$ cat src/rtl/program_loader.sv
// Host-to-instruction-memory loader: takes a 16-bit little-endian word count,
// then packs the following bytes little-endian into words written to consecutive addresses.
module program_loader #(
    parameter int          MEM_WORDS = 4096,
    parameter logic [31:0] BASE_ADDR = 32'h0000_0000
) (
    input  logic        clk,
    input  logic        reset,
    input  logic        start,
    input  logic        byte_valid,
    input  logic [7:0]  byte_data,
    output logic        byte_ready,
    output logic        mem_write_enable,
    output logic [31:0] mem_address,
    output logic [31:0] mem_write_data,
    output logic        busy,
    output logic        done,
    output logic        error,
    output logic        cpu_reset_hold
);

    localparam int          IDX_W     = (MEM_WORDS > 1) ? $clog2(MEM_WORDS) : 1;
    localparam logic [31:0] MAX_WORDS = 32'(MEM_WORDS);

    typedef enum logic [2:0] {
        S_IDLE,
        S_HDR_LO,
        S_HDR_HI,
        S_DATA,
        S_WRITE,
        S_DONE,
        S_ERR
    } state_t;

    state_t             r_state;
    logic               r_byte_ready;
    logic               r_mem_we;
    logic               r_busy;
    logic               r_done;
    logic               r_error;
    logic [31:0]        r_mem_address;
    logic [31:0]        r_mem_write_data;
    logic [IDX_W-1:0]   r_index;
    logic [1:0]         r_byte_cnt;
    logic [15:0]        r_count;
    logic [31:0]        r_word;

    logic               w_accept;
    logic [15:0]        w_header;
    logic [31:0]        w_word;
    logic [31:0]        w_wr_addr;
    logic               w_last_word;

    assign w_accept    = byte_valid & r_byte_ready;
    assign w_header    = {byte_data, r_count[7:0]};
    assign w_wr_addr   = BASE_ADDR + (32'(r_index) << 2);
    assign w_last_word = ((32'(r_index) + 32'd1) == {16'd0, r_count});

    // Current byte is merged into its lane so the 4th byte is written without an extra cycle.
    genvar gi;
    generate
        for (gi = 0; gi < 4; gi++) begin : g_lane
            assign w_word[8*gi +: 8] = (r_byte_cnt == 2'(gi)) ? byte_data : r_word[8*gi +: 8];
        end
    endgenerate

    always_ff @(posedge clk or posedge reset) begin
        if (reset) begin
            r_state          <= S_IDLE;
            r_byte_ready     <= 1'b0;
            r_mem_we         <= 1'b0;
            r_busy           <= 1'b0;
            r_done           <= 1'b0;
            r_error          <= 1'b0;
            r_mem_address    <= BASE_ADDR;
            r_mem_write_data <= 32'd0;
            r_index          <= '0;
            r_byte_cnt       <= 2'd0;
            r_count          <= 16'd0;
            r_word           <= 32'd0;
        end else begin
            r_mem_we <= 1'b0;
            case (r_state)
                S_IDLE, S_DONE, S_ERR: begin
                    if (start) begin
                        r_state      <= S_HDR_LO;
                        r_byte_ready <= 1'b1;
                        r_busy       <= 1'b1;
                        r_done       <= 1'b0;
                        r_error      <= 1'b0;
                        r_index      <= '0;
                        r_byte_cnt   <= 2'd0;
                    end
                end
                S_HDR_LO: begin
                    if (w_accept) begin
                        r_count[7:0] <= byte_data;
                        r_state      <= S_HDR_HI;
                    end
                end
                S_HDR_HI: begin
                    if (w_accept) begin
                        r_count[15:8] <= byte_data;
                        if (w_header == 16'd0) begin
                            r_state      <= S_DONE;
                            r_byte_ready <= 1'b0;
                            r_busy       <= 1'b0;
                            r_done       <= 1'b1;
                        end else if ({16'd0, w_header} > MAX_WORDS) begin
                            r_state      <= S_ERR;
                            r_byte_ready <= 1'b0;
                            r_busy       <= 1'b0;
                            r_error      <= 1'b1;
                        end else begin
                            r_state <= S_DATA;
                        end
                    end
                end
                S_DATA: begin
                    if (w_accept) begin
                        r_word     <= w_word;
                        r_byte_cnt <= r_byte_cnt + 2'd1;
                        if (r_byte_cnt == 2'd3) begin
                            r_state          <= S_WRITE;
                            r_byte_ready     <= 1'b0;
                            r_mem_we         <= 1'b1;
                            r_mem_address    <= w_wr_addr;
                            r_mem_write_data <= w_word;
                        end
                    end
                end
                S_WRITE: begin
                    r_index    <= r_index + 1'b1;
                    r_byte_cnt <= 2'd0;
                    if (w_last_word) begin
                        r_state      <= S_DONE;
                        r_byte_ready <= 1'b0;
                        r_busy       <= 1'b0;
                        r_done       <= 1'b1;
                    end else begin
                        r_state      <= S_DATA;
                        r_byte_ready <= 1'b1;
                    end
                end
                default: begin
                    r_state      <= S_IDLE;
                    r_byte_ready <= 1'b0;
                    r_busy       <= 1'b0;
                end
            endcase
        end
    end

    assign byte_ready       = r_byte_ready;
    assign mem_write_enable = r_mem_we;
    assign mem_address      = r_mem_address;
    assign mem_write_data   = r_mem_write_data;
    assign busy             = r_busy;
    assign done             = r_done;
    assign error            = r_error;
    assign cpu_reset_hold   = reset | r_busy;

endmodule

$ cat config.mk
export PLATFORM = sky130hd
export DESIGN_NAME = program_loader
export DESIGN_NICKNAME = d
export VERILOG_FILES = /design/src/rtl/program_loader.sv
export SDC_FILE = /design/constraint.sdc
export NUM_CORES = 1
export LEC_CHECK = 0
export CELL_PAD_IN_SITES_DETAIL_PLACEMENT = 1
export CELL_PAD_IN_SITES_GLOBAL_PLACEMENT = 1
export CORE_MARGIN = 4
export CORE_UTILIZATION = 38
export DETAILED_ROUTE_END_ITERATION = 8
export GPL_ROUTABILITY_DRIVEN = 1
export MAX_ROUTING_LAYER = met4
export PLACE_DENSITY_LB_ADDON = 0.1
export REMOVE_ABC_BUFFERS = 1
export SLEW_MARGIN = 20
export SYNTH_ARGS = -nofsm -noshare
export SYNTH_HDL_FRONTEND = slang
export SYNTH_SLANG_ARGS = --single-unit
$ cat constraint.sdc
create_clock -name clk -period 3.4 [get_ports clk]
set_clock_uncertainty 0.2 [all_clocks]
set_input_delay 0.68 -clock clk [delete_from_list [all_inputs] [get_ports clk]]
set_output_delay 0.68 -clock clk [all_outputs]
set_load 0.02 [all_outputs]
Word-level counts from Yosys, hierarchy flattened
Index checks and enable logic that the tools add are counted.
{"block": "classes", "n_addsub": 3, "multipliers": 0, "div_mod_pow": 0, "magnitude_cmp": 1, "eq_ne": 20, "n_shift": 0, "n_mux": 40, "n_bitwise": 4, "reduce_logical": 20}
{"cell": "$mux 8", "count": 4}
{"cell": "$mux 3", "count": 8}
{"cell": "$pmux 12 s2", "count": 1}
{"cell": "$reduce_and 5->1", "count": 4}
{"cell": "$mux 1", "count": 18}
{"cell": "$ne 2x2->1 const B", "count": 9}
{"cell": "$eq 13x16->1", "count": 1}
{"cell": "$gt 16x13->1 const B", "count": 1}
{"cell": "$logic_not 16->1", "count": 1}
{"cell": "$pmux 3 s5", "count": 1}
{"cell": "$add 12x1->13 const B", "count": 1}
{"cell": "$add 12x1->12 const B", "count": 1}
{"cell": "$mux 12", "count": 1}
{"cell": "$eq 3x3->1 const B", "count": 3}
{"cell": "$reduce_and 2->1", "count": 4}
{"cell": "$eq 3x2->1 const B", "count": 2}
{"cell": "$pmux 2 s3", "count": 1}
{"cell": "$reduce_and 3->1", "count": 2}
{"cell": "$reduce_and 6->1", "count": 1}
{"cell": "$reduce_bool 3->1", "count": 2}
{"cell": "$pmux 1 s5", "count": 1}
{"cell": "$eq 2x2->1 const B", "count": 2}
{"cell": "$mux 2", "count": 2}
{"cell": "$pmux 1 s4", "count": 1}
{"cell": "14 further kinds", "count": 16}
{"block": "totals", "reg_bits": 114, "latch_bits": 0, "ramBits": 0, "rom_bits": 0, "inputBits": 12, "out_inout_bits": 70, "elab_cells": 101, "memories": 0}

Longest topological paths before layout
{"block": "depth", "ltp_word": 5, "depth_mapped": 9, "ltp_nobuf": 7}

Worst setup path before layout
Ideal clock, no wire load.
{"block": "synth_path", "kind": "input to register", "from": "in byte_data[3]", "to": "reg r_state[1]", "setup_ps": 121, "t_arrival_ps": 2004, "t_required_ps": 3079, "slack_ps": 1075, "cell_stages": 6, "n_path_buf": 1, "cell_sequence": "buf_2 > nor4_2 > nand3_2 > o31a_1 > o32a_1 > a22o_1"}
{"block": "synth_between", "elab_chain_len": 4}
{"element": "start: declaration", "line": "11", "rtl": "input logic [7:0] byte_data,"}
{"element": "$logic_not 16->1", "line": "104", "rtl": "if (w_header == 16'd0) begin"}
{"element": "$mux 3", "line": "104"}
{"element": "$mux 3", "line": "102", "rtl": "if (w_accept) begin"}
{"element": "$pmux 3 s5", "line": "83", "rtl": "case (r_state)"}
{"element": "end signal: assignment", "line": "86", "rtl": "r_state <= S_HDR_LO;"}
{"element": "end signal: assignment", "line": "105", "rtl": "r_state <= S_DONE;"}
{"element": "end signal: assignment", "line": "110", "rtl": "r_state <= S_ERR;"}
{"element": "end: declaration", "line": "35", "rtl": "state_t r_state;"}
No other way between the ends. The select of a mux whose other input is x is not followed.
A chain may end at the register's enable or synchronous reset.

Final worst setup path
{"block": "layout_path", "from": "in reset", "to": "out cpu_reset_hold"}
{"block": "layout_between", "elab_chain_len": 1}
{"element": "start: declaration", "line": "8", "rtl": "input logic reset,"}
{"element": "$or 1x1->1", "line": "161", "rtl": "assign cpu_reset_hold = reset | r_busy;"}
{"element": "end: declaration", "line": "19", "rtl": "output logic cpu_reset_hold"}
No other way between the ends.

==> out/results.tsv <==
stage	metric	value	unit
outcome	status	finished clean	
timing	crit share post-route	0.836	
power_and_ir_drop	switching fraction of total power	0.361	
finish	share of layout cells above drive strength 1	0.168	
logic_synthesis	ys async rst share	1.00	
clock_tree	CTS Hold Buffers Added	0	
global_route	first-pass GRT wire length	21000	um
timing	final hold viol count	0	
routing	Vias	3753	
power_and_ir_drop	Clk pwr share	0.196	
logic_synthesis	number of synthesized flops with an enable pin	0	
finish	nets@finish	572	
floorplanning	Die X	126	um
routing	Final ANT Viol Nets	0	
power_and_ir_drop	net switching power	0.00181	W
logic_synthesis	Post-Syn Area	5290	um2
finish	ant diodes	0	
timing	Final Setup Violations	0	
logic_synthesis	Synth Instances	505	
power_and_ir_drop	Leakage	2.80	nW
finish	# fillers	1511	
critical_path	crit path max fanout	2	
logic_synthesis	Synth area leaders	dfrtp_1 (50%), mux2_2 (8.9%), nand2_1 (7.2%), mux2i_1 (4.9%), o21ai_0 (3.9%)	
routing	Iteration-0 DRC Markers	163	
critical_path	CP Capture Type	output pin	
logic_synthesis	Synth Warn #	0	
global_route	GR Overflow Total	0	
clock_tree	H-tree depth	3	
finish	post-route cell area	6280	um2
logic_synthesis	Yosys top cell area share	0.502	
logic_synthesis	cell taking the most area after synthesis	dfrtp_1	
timing	FMAX	0.352	GHz
clock_tree	total CTS buffers	9	
floorplanning	Initial Util	0.393	
finish	Synth-to-Final Area Change	18.7	%
logic_synthesis	Post-Syn Area per Cell	10.5	um2
clock_tree	clock root buffer	clkbuf_16	
flow_run	max cap viols	0	
timing	RSZ-0062 raised after global routing	no	
power_and_ir_drop	Internal	0.00321	W
timing	Slew headroom	0.542	
place	placed inst area	6000	um2
global_route	Global Route Usage Sum	0.171	
clock_tree	worst-case clock buffer depth	2	
timing	Max Slew Vio Count	0	
global_route	largest net degree at the start of global routing	53	
finish	commonest non-fill, non-tap cell in the layout	dfrtp_1	
clock_tree	setup bufs post-CTS	0	
finish	most frequent cells in the layout	dfrtp_1 (106), nand2_1 (101), clkdlybuf4s50_1 (61)	
power_and_ir_drop	Pwr Density	801	nW/um2
clock_tree	Sink Count	106	
logic_synthesis	register area share after synthesis	0.502	
place	number of port buffers	61	
global_route	vias in the first global route	4047	
routing	Routed WL per cell	17.1	um
critical_path	arrival time worst endpoint	1.96	ns
logic_synthesis	Seq cells post-synth	106	
routing	Via density	5.10	
logic_synthesis	Netlist cell types	56	
floorplanning	die area	15900	um2
floorplanning	die span in y	126	um
floorplanning	Site Rows	42	
power_and_ir_drop	Reg power frac	0.418	
timing	TNS Setup	0	ns
critical_path	CP startpoint kind	input pin	
clock_tree	CTS tree	built	
critical_path	WS Path Type	in2out	
power_and_ir_drop	Comb power frac	0.387	
clock_tree	CTS resizes	0	
routing	Post-route DRC	0	
critical_path	CP required	2.52	ns
clock_tree	clock-pin slew on the worst setup and hold paths	0.07	ns
routing	detailed-router iteration count before antenna repair	4	
clock_tree	Worst-Skew Late Latency	0.35	ns
floorplanning	total I/O pin count	82	
global_route	initial antenna violation count	0	
power_and_ir_drop	total power draw	0.00502	W
logic_synthesis	dominant synthesized flop cell	dfrtp_1	
timing	fin crit period	2.84	ns
critical_path	R2R Setup Slk	0.76	ns
floorplanning	Core Footprint	13500	um2
power_and_ir_drop	VDD IR-drop max	0.000358	V
worst_hold_path	Min-Delay Path Class	reg2reg	
place	Post-DP HPWL	8930	um
timing	actual slew at the worst max-slew pin	0.687	ns
routing	Detailed Route WL	12600	um
timing	Hold WS	0.278	ns
place	GPL Wtd Cong	0.869	
metal layers:
metal	routed length, um	vias up	track usage
met5	0	-	-
met4	202	0	0.0568
met3	481	15	0.0301
met2	5990	69	0.276
met1	5910	1895	0.218
li1	-	1774	-
synth_stat cells (2+ instances only):
| cell | count |
|---|---|
| dfrtp_1 | 106 |
| nand2_1 | 101 |
| mux2_2 | 42 |
| o21ai_0 | 41 |
| mux2i_1 | 26 |
| buf_4 | 22 |
| buf_2 | 16 |
| a21oi_1 | 12 |
| xnor2_1 | 12 |
| xor2_1 | 12 |
| clkbuf_1 | 11 |
| nor2_1 | 10 |
| inv_1 | 7 |
| nand3_1 | 7 |
| ha_1 | 5 |
| nand2_2 | 4 |
| nand4_1 | 4 |
| nor4_1 | 4 |
| o31ai_1 | 4 |
| a22o_1 | 3 |
| buf_1 | 3 |
| buf_6 | 3 |
| nor2_4 | 3 |
| nor3_1 | 3 |
| nor4_2 | 3 |
| o21ai_1 | 3 |
| o22ai_1 | 3 |
| a211oi_1 | 2 |
| and2_1 | 2 |
| and3_1 | 2 |
| nand2b_1 | 2 |
| nand3_2 | 2 |
| or3_4 | 2 |
power groups by stage:
stage	clock network, W	logic, W	registers (W)
2_1_floorplan	0	0.00104	0.00227
3_3_place_gp	0	0.00193	0.00211
3_5_place_dp	0	0.00197	0.00213
4_1_cts	0.00102	0.00198	0.00211
5_1_grt	0.00107	0.00213	0.00217
6_report	0.000983	0.00194	0.00210
flip-flops by register name, indices dropped and copies added, names as in the netlist:
name,cells
mem_write_enable,1
r_count,16
r_index,12
mem_address,12
byte_ready,1
done,1
busy,1
mem_write_data,32
error,1
r_word,24
r_state,3
r_byte_cnt,2
final timing paths:
| path | start | to | cells past startpoint |
|---|---|---|---|
| max reg2reg | r_index[0]$_DFFE_PP0P_ | r_state[1]$_DFFE_PP0P_ | 7 |
| min | mem_write_data[0]$_DFFE_PP0P_ | mem_write_data[0]$_DFFE_PP0P_ | 2 |
| min reg2reg | mem_write_data[0]$_DFFE_PP0P_ | mem_write_data[0]$_DFFE_PP0P_ | 2 |
| max in group asynchronous | reset | mem_write_data[8]$_DFFE_PP0P_ | 3 |
| min in group asynchronous | reset | r_state[2]$_DFFE_PP0P_ | 2 |
| max | reset | cpu_reset_hold | 3 |
cell families (layout without fill, tap and decap cells):
group           Yosys count  after routing  share of synthesized area
compound gates           78             78                     0.0873
buf+inv                  63             99                     0.0684
simple gates            159            159                      0.150
xor+xnor                 24             24                     0.0398
other cells               1             20                   0.000709
flops                   106            106                      0.502
mux                      68             68                      0.139
fa+ha+maj                 6              6                     0.0137
final cells by class:
| type | instances | area (um2) | area share |
|---|---|---|---|
| clock buffers | 11 | 243 | 0.0387 |
| clock inverters | 5 | 30.0 | 0.00478 |
| inverters | 8 | 32.5 | 0.00518 |
| multi-input cells | 355 | 2340 | 0.374 |
| flip-flops and latches | 106 | 2650 | 0.423 |
| well taps | 176 | 220 | 0.0351 |
| repair buffers | 75 | 753 | 0.120 |
metrics by stage:
step / util / std cells / setup slack (ns)
CTS: 0.467 / 736 / 0.545
floorplan: - / 469 / -0.269
finish: 0.467 / 736 / 0.558
global placement: 0.446 / 720 / 0.466
detailed placement: 0.446 / 720 / 0.442
global route: 0.467 / 736 / 0.520
critical path, stage by stage:
cell	delay, ns
clkdlybuf4s50_1	0.46
or2_2	0.29
clkdlybuf4s50_1	0.54
Power figures use the tool's default switching activity.
